==> src/rtl/lfsr_error_injector.sv <==
// lfsr_error_injector: injects single-bit errors into a valid/ready stream.
// The corrupted bit position and the trigger decision both come from the
// external LFSR word. The LFSR is stepped once per accepted input word.
// A triggered event can corrupt a burst of consecutive words.
//
// Handshake: a word transfers on a rising edge where in_valid && in_ready.
// in_ready = !out_valid || out_ready. out_valid holds until out_ready is
// seen, and out_data/out_err stay stable while out_valid && !out_ready.
module lfsr_error_injector #(
    parameter int DATA_W = 32
) (
    input  logic              clk,
    input  logic              rst,
    input  logic              enable,
    input  logic [31:0]       threshold,
    input  logic [7:0]        burst_len,
    input  logic [31:0]       rand_in,
    output logic              rand_en,
    input  logic              in_valid,
    output logic              in_ready,
    input  logic [DATA_W-1:0] in_data,
    output logic              out_valid,
    input  logic              out_ready,
    output logic [DATA_W-1:0] out_data,
    output logic              out_err,
    output logic [31:0]       word_count,
    output logic [31:0]       err_count,
    // Debug visibility of the burst state machine
    output logic              dbg_state_o,
    output logic [7:0]        dbg_burst_rem_o
);

    localparam int POS_W = $clog2(DATA_W);

    typedef enum logic [0:0] {
        ST_IDLE  = 1'b0,
        ST_BURST = 1'b1
    } state_t;

    state_t            state_q, state_d;
    logic [7:0]        burst_rem_q, burst_rem_d;
    logic              out_valid_q, out_valid_d;
    logic [DATA_W-1:0] out_data_q, out_data_d;
    logic              out_err_q, out_err_d;
    logic [31:0]       word_count_q, word_count_d;
    logic [31:0]       err_count_q, err_count_d;

    logic              transfer;
    logic              hit;
    logic              corrupt;
    logic [7:0]        burst_eff;
    logic [DATA_W-1:0] mask;

    // Handshake and LFSR step enable
    assign in_ready = !out_valid_q || out_ready;
    assign transfer = in_valid && in_ready;
    assign rand_en  = transfer && !rst;

    // Trigger decision and one-hot flip mask from the current LFSR word
    assign hit       = enable && (rand_in < threshold);
    assign burst_eff = (burst_len == 8'd0) ? 8'd1 : burst_len;
    assign mask      = {{(DATA_W-1){1'b0}}, 1'b1} << rand_in[POS_W-1:0];

    // Burst state machine: next state and corrupt decision, only on transfer
    always_comb begin
        state_d     = state_q;
        burst_rem_d = burst_rem_q;
        corrupt     = 1'b0;
        if (transfer) begin
            case (state_q)
                ST_IDLE: begin
                    if (hit) begin
                        corrupt = 1'b1;
                        if (burst_eff > 8'd1) begin
                            burst_rem_d = burst_eff - 8'd1;
                            state_d     = ST_BURST;
                        end
                    end
                end
                ST_BURST: begin
                    if (enable) begin
                        corrupt     = 1'b1;
                        burst_rem_d = burst_rem_q - 8'd1;
                        if (burst_rem_q == 8'd1) begin
                            state_d = ST_IDLE;
                        end
                    end else begin
                        burst_rem_d = 8'd0;
                        state_d     = ST_IDLE;
                    end
                end
                default: begin
                    burst_rem_d = 8'd0;
                    state_d     = ST_IDLE;
                end
            endcase
        end
    end

    // Output register and saturating counters, next-state values
    always_comb begin
        out_valid_d  = out_valid_q;
        out_data_d   = out_data_q;
        out_err_d    = out_err_q;
        word_count_d = word_count_q;
        err_count_d  = err_count_q;
        if (transfer) begin
            out_valid_d = 1'b1;
            out_data_d  = corrupt ? (in_data ^ mask) : in_data;
            out_err_d   = corrupt;
            if (word_count_q != 32'hFFFF_FFFF) begin
                word_count_d = word_count_q + 32'd1;
            end
            if (corrupt && (err_count_q != 32'hFFFF_FFFF)) begin
                err_count_d = err_count_q + 32'd1;
            end
        end else if (out_ready) begin
            out_valid_d = 1'b0;
        end
    end

    // State, output and counter registers with synchronous reset
    always_ff @(posedge clk) begin
        if (rst) begin
            state_q      <= ST_IDLE;
            burst_rem_q  <= 8'd0;
            out_valid_q  <= 1'b0;
            out_data_q   <= '0;
            out_err_q    <= 1'b0;
            word_count_q <= 32'd0;
            err_count_q  <= 32'd0;
        end else begin
            state_q      <= state_d;
            burst_rem_q  <= burst_rem_d;
            out_valid_q  <= out_valid_d;
            out_data_q   <= out_data_d;
            out_err_q    <= out_err_d;
            word_count_q <= word_count_d;
            err_count_q  <= err_count_d;
        end
    end

    assign out_valid       = out_valid_q;
    assign out_data        = out_data_q;
    assign out_err         = out_err_q;
    assign word_count      = word_count_q;
    assign err_count       = err_count_q;
    assign dbg_state_o     = state_q;
    assign dbg_burst_rem_o = burst_rem_q;

endmodule

==> config.mk <==
export PLATFORM = sky130hd
export DESIGN_NAME = lfsr_error_injector
export DESIGN_NICKNAME = d
export VERILOG_FILES = /design/src/rtl/lfsr_error_injector.sv
export SDC_FILE = /design/constraint.sdc
export NUM_CORES = 1
export LEC_CHECK = 0
export ABC_AREA = 0
export CORE_MARGIN = 2
export CORE_UTILIZATION = 50
export DETAILED_ROUTE_END_ITERATION = 10
export PLACE_DENSITY = 0.86
export SLEW_MARGIN = 25
export SYNTH_ARGS = -nofsm -noshare
export SYNTH_HDL_FRONTEND = slang
export SYNTH_SLANG_ARGS = --single-unit
==> constraint.sdc <==
create_clock -name clk -period 4.2 [get_ports clk]
set_input_delay 0.84 -clock clk [delete_from_list [all_inputs] [get_ports clk]]
set_output_delay 0.84 -clock clk [all_outputs]
set_load 0.01 [all_outputs]
# --- Word-level counts from Yosys, hierarchy flattened ---
# Cells that the tools add are included.
totals:
  elab_cells: 50
  out_inout_bits: 109
  input_bits: 109
  reg_bits: 107
op_classes:
  shifts: 1
  mux: 17
  add_sub_neg: 4
  magnitude_cmp: 2
  n_bitwise: 2
  eq_ne: 5
  n_reduce_logical: 12
op_table:
  columns: ["op", "n"]
  rows:
  - ["32-bit by 1-bit adder with 32-bit output (second input constant)", 2]
  - ["32-bit != test (second input constant)", 2]
  - ["32-bit less-than comparator", 1]
  - ["32-bit two-way mux", 1]
  - ["8-bit two-way mux", 4]
  - ["1-bit by 5-bit << shifter with 32-bit output (first input constant)", 1]
  - ["32-bit XOR", 1]
  - ["8-bit case mux with 2 select lines", 1]
  - ["8-bit by 1-bit subtractor with 8-bit output (second input constant)", 2]
  - ["1-bit two-way mux", 9]
  - ["8-bit by 1-bit == test with 1-bit output (second input constant)", 1]
  - ["8-bit by 1-bit greater-than comparator with 1-bit output (second input constant)", 1]
  - ["8-bit zero test", 1]
  - ["1-bit logical AND", 4]
  - ["2-bit != test (second input constant)", 2]
  - ["1-bit case mux with 2 select lines", 2]
  - ["2-bit AND reduction", 2]
  - ["3-bit AND reduction", 1]
  - ["1-bit zero test", 2]
  - ["2-bit nonzero test", 1]
  - ["1-bit logical OR", 1]
  - ["1-bit NOT", 1]

# --- Longest topological paths before layout ---
# Gate-level depths: netlist of the first run.
depth:
  depth_word: 7
  ltp_mapped: 12

# --- Least setup slack after synthesis of the first run ---
# No wires, ideal clock.
synth_timing:
  kind: "input to register"
  startpoint: "in threshold[11]"
  endpoint: "reg err_count_q[19] (netlist: err_count[19])"
  required_ns: 4.129
  cell_stages: 11
  path_slack_ns: 1.050
  path_buffers: 2
  t_arrival_ns: 3.080
  cell_sequence: "inv_1 -> ha_1 -> a21oi_1 -> o21ai_0 -> a221o_1 -> o21a_1 -> o31a_1 -> buf_6 -> buf_6 -> or4_1 -> a21oi_1"
synth_via:
  elab_chain_cells: 7
synth_rtl:
  columns: ["element", "line", "rtl"]
  rows:
  - ["start, declared", "15", "input logic [31:0] threshold,"]
  - ["32-bit less-than comparator", "60", "assign hit = enable && (rand_in < threshold);"]
  - ["1-bit logical AND", "60", null]
  - ["1-bit two-way mux", "72", "if (hit) begin"]
  - ["1-bit case mux with 2 select lines", "70", "case (state_q)"]
  - ["1-bit two-way mux", "69", "if (transfer) begin"]
  - ["1-bit logical AND", "114", "if (corrupt && (err_count_q != 32'hFFFF_FFFF)) begin"]
  - ["2-bit AND reduction (no source line)", null, null]
  - ["end signal, assigned", "139", "err_count_q <= err_count_d;"]
  - ["end, declared", "46", "logic [31:0] err_count_q, err_count_d;"]
# Every way passes these cells.
# A chain may end at the register's enable or synchronous reset.

# --- Final worst setup path of the first run ---
# Same ends and word-level chain as after synthesis.

==> impl_metrics.py, run 1 <==
metrics = {
    "run_status": {
        "status": "finished clean",
    },
    "clocking": {
        "h-tree-depth": 3,
        "root_buffer": "clkbuf_16",
        "clk_pin_slew_worst_paths_ns": 0.08,
        "cts_tree": "yes",
        "cts_sinks": 107,
        "ctsHoldBuffers": 0,
        "numCtsBuffers": 9,
        "post_cts_buffers": 0,
        "clk_latency_ns": 0.35,
        "cts_resized": 0,
        "clockBufferDepth": 2,
    },
    "pwr": {
        "vdd_drop_max_uv": 275,
        "pwr-share-comb_pct": 19.7,
        "p_per_area_nw_per_um2": 269,
        "switching_share_pct": 27.2,
        "total_leakage_power_nw": 3.13,
        "pwr-share-seq_pct": 44.1,
        "clkPwrFrac_pct": 36.2,
        "power.switching_mw": 0.665,
        "p_int_mw": 1.78,
        "p_total_mw": 2.44,
    },
    "sta": {
        "fin_worst_skew_ns": 0.00966,
        "fin_setup_tns_ns": 0,
        "fmax_ghz": 0.284,
        "tightest_slew_ns": 0.801,
        "finalMaxSlewViolations": 0,
        "period_needed_ns": 3.53,
        "slew_headroom_pct": 46.1,
        "finalHoldViolCount": 0,
        "finalCritPeriodShare_pct": 83.9,
        "setup_violations": 0,
        "rsz0062_at_grt": "false",
    },
    "final_layout": {
        "drive_above_1_share_pct": 3.91,
        "multi_input_area_um2": 3940,
        "nets": 1164,
        "area.growth.synth_to_final_pct": 39.1,
        "seq_area_um2": 2140,
        "num_antenna_cells": 0,
        "fillers": 1031,
    },
    "route": {
        "m1WireLength_um": 8320,
        "via_count": 6938,
        "drtPass1Iterations": 7,
        "wirelength_um": 18700,
        "drtIter0Drc": 510,
        "drt.antenna.violating_nets": 0,
        "wire_per_inst_um": 15.6,
        "via_per_inst": 5.81,
        "met2_wirelength_um": 8840,
        "drc": 0,
        "dr_wl_met3_um": 979,
        "dr.max_layer_used": "met4",
    },
    "synthesis": {
        "ys_warn_count": 0,
        "yosysTopAreaCellShare_pct": 32.9,
        "yosysTopAreaCell": "dfxtp_1",
        "ys_seq_area_share_pct": 32.9,
        "syn-num-nets": 979,
        "synthTopCellsByArea": "dfxtp_1 (33%), ha_1 (7.1%), o21ai_0 (5.6%), o31ai_1 (4.7%), a21oi_1 (4.3%)",
        "ys_top_cells_by_count": "dfxtp_1 (107), o21ai_0 (73), nand2_1 (60)",
        "synth.distinct_cells": 59,
        "synthArstFlopShare_pct": 0,
        "ys.flop_type": "dfxtp_1",
        "synth_area_um2": 6510,
        "avgSynthCellArea_um2": 7.82,
        "synth.most_common_cell": "dfxtp_1",
        "synthCells": 833,
        "ys_seq_elements": 107,
        "synth-edff-count": 0,
    },
    "die": {
        "die_w_um": 118,
        "rows": 41,
        "start_util_pct": 51.4,
        "die_y_um": 118,
        "io_pins": 218,
        "dieArea_um2": 14000,
        "design.core.area_um2": 12700,
    },
    "min_path": {
        "min_path_type": "register to register",
    },
    "placed_design": {
        "place_hpwl_um": 13500,
        "place_congestion": 0.894,
        "port_buffers": 217,
    },
    "setup_path": {
        "slowest_delay_ns": 0.52,
        "path_class": "input port to register",
        "end_kind": "register",
        "cp_slowest_cell": "or4_1",
        "worst-path-max-fanout": 83,
        "cp.arrival_ns": 3.80,
        "rrSetupSlack_ns": 1.21,
        "path_common_cell": "a21oi_1",
        "cp.required_ns": 4.48,
        "crit_chain": "clkdlybuf4s50_1, inv_1, ha_1, a21oi_1, o21ai_0, a221o_1, o21a_1, o31a_2, buf_12, or4_1, a21oi_1",
        "start_kind": "input port",
    },
    "global_route": {
        "grt_max_degree": 84,
        "grt_pass1_wl_um": 30300,
        "grtUsageTotal_pct": 26.0,
        "grt_remaining_overflow": 0,
        "grt_pass1_vias": 6192,
        "antenna_found_initial": 0,
    },
    "run": {
        "cap_violations": 0,
    },
}
[path summary, 6_finish.rpt]
kind,start,endpoint,cells after the start
max,threshold[11],err_count[19],11
min,err_count[17],err_count[17],2
max reg2reg,err_count[10],err_count[20],8
min reg2reg,err_count[17],err_count[17],2
[worst max-delay path: cells and delay by family]
kind / cells / cell delay, ns
AOI/OAI and AO/OA: 6 / 1.39
buffers and inverters: 3 / 0.70
and+or+nand+nor: 1 / 0.52
adders and majority gates: 1 / 0.32
[flip-flops by register name, indices dropped and copies added (netlist names)]
register	cells
out_valid	1
word_count	32
dbg_state_o	1
out_err	1
err_count	32
dbg_burst_rem_o	8
out_data	32
[power by group through the flow]
stage	registers, mW	logic [mW]	clock network (mW)
CTS	1.08	0.479	0.903
global placement	1.10	0.470	0
finish	1.08	0.480	0.885
global route	1.08	0.527	0.947
floorplan	1.11	0.228	0
detailed placement	1.10	0.476	0
[metrics by stage]
| stage | area, um2 | std cells | hold WS [ns] | worst slack [ns] | util [%] |
|---|---|---|---|---|---|
| 6_report | 9060 | 1195 | 0.506 | 0.675 | 71.5 |
| 5_1_grt | 9060 | 1195 | 0.528 | 0.538 | 71.5 |
| 4_1_cts | 9060 | 1195 | 0.508 | 0.692 | 71.5 |
| 3_5_place_dp | 8760 | 1179 | 0.493 | 0.311 | 69.1 |
| 3_3_place_gp | 8760 | 1179 | 0.488 | 0.405 | 69.1 |
| 2_1_floorplan | 6510 | 833 | 0.508 | 1.05 | - |
[cells in the final DEF, fill, tap and decap left out, types with 4 or more instances in the layout]
cell / synthesis / layout
nand2_1: 60 / 60
nor2b_1: 6 / 6
nor4_1: 5 / 5
or2_2: 4 / 4
nand4_1: 17 / 17
a31oi_1: 36 / 36
nor3_1: 19 / 19
xnor2_1: 13 / 13
inv_1: 52 / 52
a21oi_1: 56 / 56
clkdlybuf4s50_1: 0 / 216
o311ai_0: 5 / 5
and3_1: 10 / 10
and4_1: 10 / 10
clkbuf_16: 0 / 9
o21a_1: 6 / 6
xor2_1: 13 / 13
o21ai_0: 73 / 73
nor2_1: 48 / 48
buf_4: 4 / 8
and2_1: 5 / 4
o31ai_1: 41 / 41
nand3_1: 43 / 43
dfxtp_1: 107 / 107
ha_1: 37 / 37
or4_1: 37 / 37
or3_1: 35 / 35
[per-layer routing]
| metal | global-route usage (%) | vias to the layer above |
|---|---|---|
| met5 | 0 | - |
| met4 | 10.2 | 0 |
| met3 | 5.55 | 37 |
| met2 | 42.2 | 201 |
| met1 | 33.7 | 3230 |
| li1 | - | 3470 |
[logic make-up after synthesis]
| logic type | synth area share [%] |
|---|---|
| AO/OA/AOI/OAI | 23.0 |
| buffers and inverters | 6.72 |
| adder cells (fa/ha/maj) | 7.11 |
| multiplexers | 0.480 |
| AND/OR/NAND/NOR | 26.3 |
| XOR/XNOR | 3.50 |
| flip-flops | 32.9 |
[layout make-up]
type | count | area share (%)
inverters | 52 | 2.15
flip-flops and latches | 107 | 23.6
repair buffers | 227 | 25.0
well taps | 172 | 2.37
multi-input cells | 621 | 43.4
clock inverters | 6 | 0.759
clock buffers | 10 | 2.64
No activity file was read; power rests on OpenSTA's default activity.
==> run 2, diff against run 1 <==
--- a/config.mk
+++ b/config.mk
@@ -7,9 +7,9 @@
 export LEC_CHECK = 0
 export ABC_AREA = 0
 export CORE_MARGIN = 2
-export CORE_UTILIZATION = 50
+export CORE_UTILIZATION = 42
 export DETAILED_ROUTE_END_ITERATION = 10
-export PLACE_DENSITY = 0.86
+export PLACE_DENSITY = 0.77
 export SLEW_MARGIN = 25
 export SYNTH_ARGS = -nofsm -noshare
 export SYNTH_HDL_FRONTEND = slang
==> constraint.sdc (replaced) <==
create_clock -name clk -period 3.1 [get_ports clk]
set_input_delay 0.62 -clock clk [delete_from_list [all_inputs] [get_ports clk]]
set_output_delay 0.62 -clock clk [all_outputs]
set_load 0.01 [all_outputs]
==> run 2 against run 1 <==
  * Cell count is 5.8% higher
  * Via count is 4.9% higher
  * Combinational power is 80% higher
  * Clock power is 51% higher
  * Routed wire length is 15% higher
  * Hold slack worse by 0.0014 ns
  * Register-to-register slack worse by 0.94 ns
==> impl_metrics.py, run 2 (synthesis results as in run 1) <==
metrics = {
    "run_status": {
        "status": "finished clean",
    },
    "setup_path": {
        "critPathBufInv": 2,
        "critPathTopFamily": "compound AO/OA/AOI/OAI gates",
        "slowest_delay_ns": 0.53,
        "cp_slowest_cell": "clkdlybuf4s50_1",
        "cp.arrival_ns": 3.34,
        "crit_chain": "clkdlybuf4s50_1, ha_4, nand2_1, o21ai_1, a221o_1, o21a_2, o31a_4, clkbuf_16, or4_1, a21oi_1",
        "worst-path-max-fanout": 6,
        "cp.required_ns": 3.39,
        "start_kind": "input port",
        "end_kind": "register",
        "path_class": "input port to register",
    },
    "global_route": {
        "grt_max_degree": 75,
        "grt_busiest_layer": "met2",
        "antenna_found_initial": 0,
        "grt_use_met1_pct": 31.2,
        "grt_pass1_wl_um": 31000,
        "grt_util_met3_pct": 4.32,
        "grt_remaining_overflow": 0,
        "grtUsageTotal_pct": 23.1,
        "grt_pass1_vias": 6258,
        "met2_usage_pct": 37.3,
    },
    "clocking": {
        "clockBufferDepth": 2,
        "numCtsBuffers": 9,
        "cts_tree": "yes",
        "h-tree-depth": 3,
        "cts_sinks": 107,
        "root_buffer": "clkbuf_16",
        "ctsHoldBuffers": 0,
        "clk_pin_slew_worst_paths_ns": 0.07,
        "clk_latency_ns": 0.36,
    },
    "placed_design": {
        "port_buffers": 217,
        "place_congestion": 0.797,
        "dp_cells": 1230,
        "place_hpwl_um": 14100,
    },
    "final_layout": {
        "nets": 1217,
        "area.growth.synth_to_final_pct": 56.1,
        "final_common_cell": "clkdlybuf4s50_1",
        "fillers": 1231,
        "drive_above_1_share_pct": 14.0,
        "fin_cells": 1264,
        "final_cell_mix": "clkdlybuf4s50_1 (187), dfxtp_1 (107), o21ai_0 (69)",
        "finalCoreUtilization_pct": 66.9,
        "num_antenna_cells": 0,
    },
    "pwr": {
        "total_leakage_power_nw": 3.78,
        "p_total_mw": 3.67,
        "p_per_area_nw_per_um2": 361,
        "vdd_drop_max_uv": 301,
    },
    "sta": {
        "tightest_slew_ns": 0.696,
        "finalMaxSlewViolations": 0,
        "fmax_ghz": 0.328,
        "finalHoldViolCount": 0,
        "finalCritPeriodShare_pct": 98.4,
        "rsz0062_at_grt": "true",
        "holdWs_ns": 0.505,
        "slew_headroom_pct": 53.3,
        "fin_setup_tns_ns": 0,
        "fin_worst_skew_ns": 0.00788,
        "period_needed_ns": 3.05,
        "setup_violations": 0,
    },
    "die": {
        "rows": 45,
        "design.core.area_um2": 15200,
        "start_util_pct": 42.8,
        "io_pins": 218,
        "dieArea_um2": 16500,
        "die_w_um": 129,
        "die_y_um": 129,
    },
    "route": {
        "drt.antenna.violating_nets": 0,
        "via_count": 7280,
        "wire_per_inst_um": 17.0,
        "wirelength_um": 21500,
        "drc": 0,
        "via_per_inst": 5.76,
        "drtIter0Drc": 549,
        "drtPass1Iterations": 5,
    },
    "run": {
        "cap_violations": 0,
    },
    "min_path": {
        "min_path_type": "register to register",
    },
}
run 2: worst paths after layout:
kind | startpoint | end | slack, ns | depth (start not counted)
worst max-delay path | rand_in[10] | err_count[11] | 0.05 | 10
worst min-delay path | err_count[17] | err_count[17] | 0.50 | 2
worst max register to register | err_count[19] | err_count[1] | 0.27 | 10
worst min register to register | err_count[17] | err_count[17] | 0.50 | 2
run 2: final cells by class:
type	instances	area [um2]	share of cell area, %
Multi-Input combinational cell	622	4320	42.5
Timing Repair Buffer	279	2930	28.8
Sequential cell	107	2140	21.1
Tap cell	188	235	2.31
Clock buffer	10	229	2.25
Inverter	52	195	1.92
Clock inverter	6	111	1.10
run 2: per-layer routing:
layer	vias up	wire, um
met3	46	1300
met2	266	10200
met4	0	590
met5	-	0
li1	3574	-
met1	3394	9360
run 2: worst reg2reg max path, delay by kind of cell (launching register included):
kind | cells | cell delay (ns)
compound gates | 1 | 0.29
buf+inv | 3 | 0.51
flops | 1 | 0.43
simple gates | 5 | 1.31
mux | 1 | 0.17
run 2: where the power goes:
| group | switching [mW] | leakage, nW | internal, mW |
|---|---|---|---|
| clock network | 0.549 | 0.163 | 0.792 |
| registers | 0.0390 | 0.872 | 1.42 |
| logic | 0.397 | 2.75 | 0.468 |
run 2: timing repair:
action | CTS | global route
setup endpoints to repair | 34 | 59
hold endpoints to repair | 0 | 0
buffers inserted | 0 | 8
pin swaps | 15 | 56
cloned | 1 | 9
gates resized for setup | 10 | 94
run 2: through the flow:
step | area, um2 | setup slack (ns)
CTS | 9470 | -0.0135
finish | 10200 | 0.0498
global placement | 9050 | -0.431
floorplan | 6510 | 0.170
detailed placement | 9050 | -0.514
global route | 10200 | -0.0571
==> run 3, diff against run 2 <==
--- a/config.mk
+++ b/config.mk
@@ -7,9 +7,10 @@
 export LEC_CHECK = 0
 export ABC_AREA = 0
 export CORE_MARGIN = 2
-export CORE_UTILIZATION = 42
+export CORE_UTILIZATION = 47
 export DETAILED_ROUTE_END_ITERATION = 10
-export PLACE_DENSITY = 0.77
+export HOLD_SLACK_MARGIN = 0.1
+export PLACE_DENSITY = 0.82
 export SLEW_MARGIN = 25
 export SYNTH_ARGS = -nofsm -noshare
 export SYNTH_HDL_FRONTEND = slang
==> constraint.sdc (replaced) <==
create_clock -name clk -period 3.3 [get_ports clk]
set_input_delay 0.66 -clock clk [delete_from_list [all_inputs] [get_ports clk]]
set_output_delay 0.66 -clock clk [all_outputs]
set_load 0.01 [all_outputs]
==> run 3 against run 2 <==
  * Via count down 2.5%
  * Global-route usage up 1.9 points
  * Count of clock-buffer cells in the layout up 1
  * Combinational power down 23%
  * Non-clock buffer count down 21
  * Core utilization up 1.4 points
  * Critical path depth up 1
  * Critical path type unchanged
  * Critical endpoint is now out_data[29]
==> impl_metrics.py, run 3 (synthesis results as in run 1) <==
metrics = {
    "global_route": {
        "grt_pass1_vias": 6249,
        "grt_max_degree": 75,
        "grt_pass1_wl_um": 30100,
        "grt_remaining_overflow": 0,
        "grtUsageTotal_pct": 25.1,
        "antenna_found_initial": 0,
    },
    "route": {
        "drt.antenna.violating_nets": 0,
        "via_per_inst": 5.75,
        "drc": 0,
        "via_count": 7099,
        "drtIter0Drc": 575,
        "wire_per_inst_um": 16.0,
        "drtPass1Iterations": 5,
        "wirelength_um": 19700,
    },
    "clocking": {
        "numCtsBuffers": 9,
        "clk_pin_slew_worst_paths_ns": 0.07,
        "root_buffer": "clkbuf_16",
        "cts_tree": "yes",
        "cts_sinks": 107,
        "clockBufferDepth": 2,
        "clk_latency_ns": 0.35,
        "h-tree-depth": 3,
    },
    "placed_design": {
        "dpl_worst_slack_ns": -0.290,
        "port_buffers": 217,
        "place_hpwl_um": 14100,
        "place_congestion": 0.876,
        "place_area_um2": 9000,
    },
    "final_layout": {
        "final_common_cell": "clkdlybuf4s50_1",
        "finalCoreUtilization_pct": 68.3,
        "num_antenna_cells": 0,
        "area.growth.synth_to_final_pct": 43.8,
        "drive_above_1_share_pct": 7.31,
        "finish.instance_area_um2": 9360,
        "final_cell_mix": "clkdlybuf4s50_1 (216), dfxtp_1 (107), o21ai_0 (72)",
        "nets": 1195,
    },
    "sta": {
        "tightest_slew_ns": 0.710,
        "fin_worst_skew_ns": 0.00885,
        "setup_ws_ns": 0.131,
        "finalMaxSlewViolations": 0,
        "fmax_ghz": 0.316,
        "holdWs_ns": 0.501,
        "rsz0062_at_grt": "false",
        "setup_violations": 0,
        "finalCritPeriodShare_pct": 96.0,
        "period_needed_ns": 3.17,
        "finalHoldViolCount": 0,
        "slew_headroom_pct": 52.4,
    },
    "setup_path": {
        "start_kind": "input port",
        "r2r-start": "err_count[19]",
        "cp.required_ns": 3.58,
        "slowest_delay_ns": 0.45,
        "end_kind": "register",
        "cp-startpoint": "threshold[15]",
        "rrSetupSlack_ns": 0.47,
        "cp.arrival_ns": 3.45,
        "worst-path-max-fanout": 23,
        "path_class": "input port to register",
        "crit_chain": "clkdlybuf4s50_1, inv_1, ha_1, and4_1, a221o_1, o21a_1, o31a_4, buf_4, clkbuf_16, or3_1, a31oi_1",
        "cp_slowest_cell": "clkdlybuf4s50_1",
    },
    "die": {
        "die_y_um": 122,
        "io_pins": 218,
        "dieArea_um2": 14800,
        "start_util_pct": 47.5,
        "design.core.area_um2": 13700,
        "die_w_um": 122,
        "rows": 43,
    },
    "run": {
        "cap_violations": 0,
    },
    "pwr": {
        "total_leakage_power_nw": 3.29,
        "p_total_mw": 3.11,
        "p_int_mw": 2.23,
        "clkPwrFrac_pct": 34.4,
        "switching_share_pct": 28.3,
        "pwr-share-comb_pct": 21.5,
        "p_per_area_nw_per_um2": 332,
        "pwr-share-seq_pct": 44.1,
        "vdd_drop_max_uv": 253,
        "power.switching_mw": 0.879,
    },
    "run_status": {
        "status": "finished clean",
    },
    "min_path": {
        "worstHoldStart": "out_data[13]",
        "min_path_type": "register to register",
    },
}
==> run 3: metal layers <==
layer | up-vias | global-route usage, % | wire length (um)
met5 | - | 0 | 0
met4 | 0 | 7.26 | 349
met3 | 26 | 4.92 | 1190
met2 | 226 | 42.2 | 9540
met1 | 3312 | 32.8 | 8620
li1 | 3535 | - | -
==> run 3: final cells by class <==
class                      count  area [um2]
timing repair buffer         258        2530
inverter                      52         195
fill                        1179        4360
tap                          180         225
multi-input combinational    621        3980
clock buffer                  11         243
clock inverter                 5        45.0
sequential                   107        2140
==> run 3: final timing paths <==
path | to | cells after the start
max reg2reg | err_count[20] | 9
min | out_data[13] | 2
max | out_data[29] | 11
min reg2reg | out_data[13] | 2
==> run 3: power groups by stage <==
stage | registers, mW | clock network [mW] | logic, mW
after floorplan | 1.41 | 0 | 0.291
after global placement | 1.40 | 0 | 0.631
after detailed placement | 1.40 | 0 | 0.640
after CTS | 1.37 | 1.09 | 0.645
after global routing | 1.38 | 1.14 | 0.729
final | 1.37 | 1.07 | 0.669
==> run 3: what timing repair did <==
action	in CTS	in global routing
gates resized for setup	0	11
setup buffers	0	1
endpoints found under the hold margin	0	0
endpoints found under the setup margin	0	44
hold buffers	0	0
==> run 3: worst max-delay path: cells and delay by family <==
kind,cells,cell delay (ns)
adder cells (fa/ha/maj),1,0.31
AND/OR/NAND/NOR,2,0.57
AO/OA/AOI/OAI,4,1.07
buffers and inverters,4,0.82
==> run 3: metrics by stage <==
stage	cells	TNS (ns)
detailed placement	1216	-13.22
finish	1234	0
global route	1234	0
floorplan	833	0
CTS	1232	0
global placement	1216	-11.26
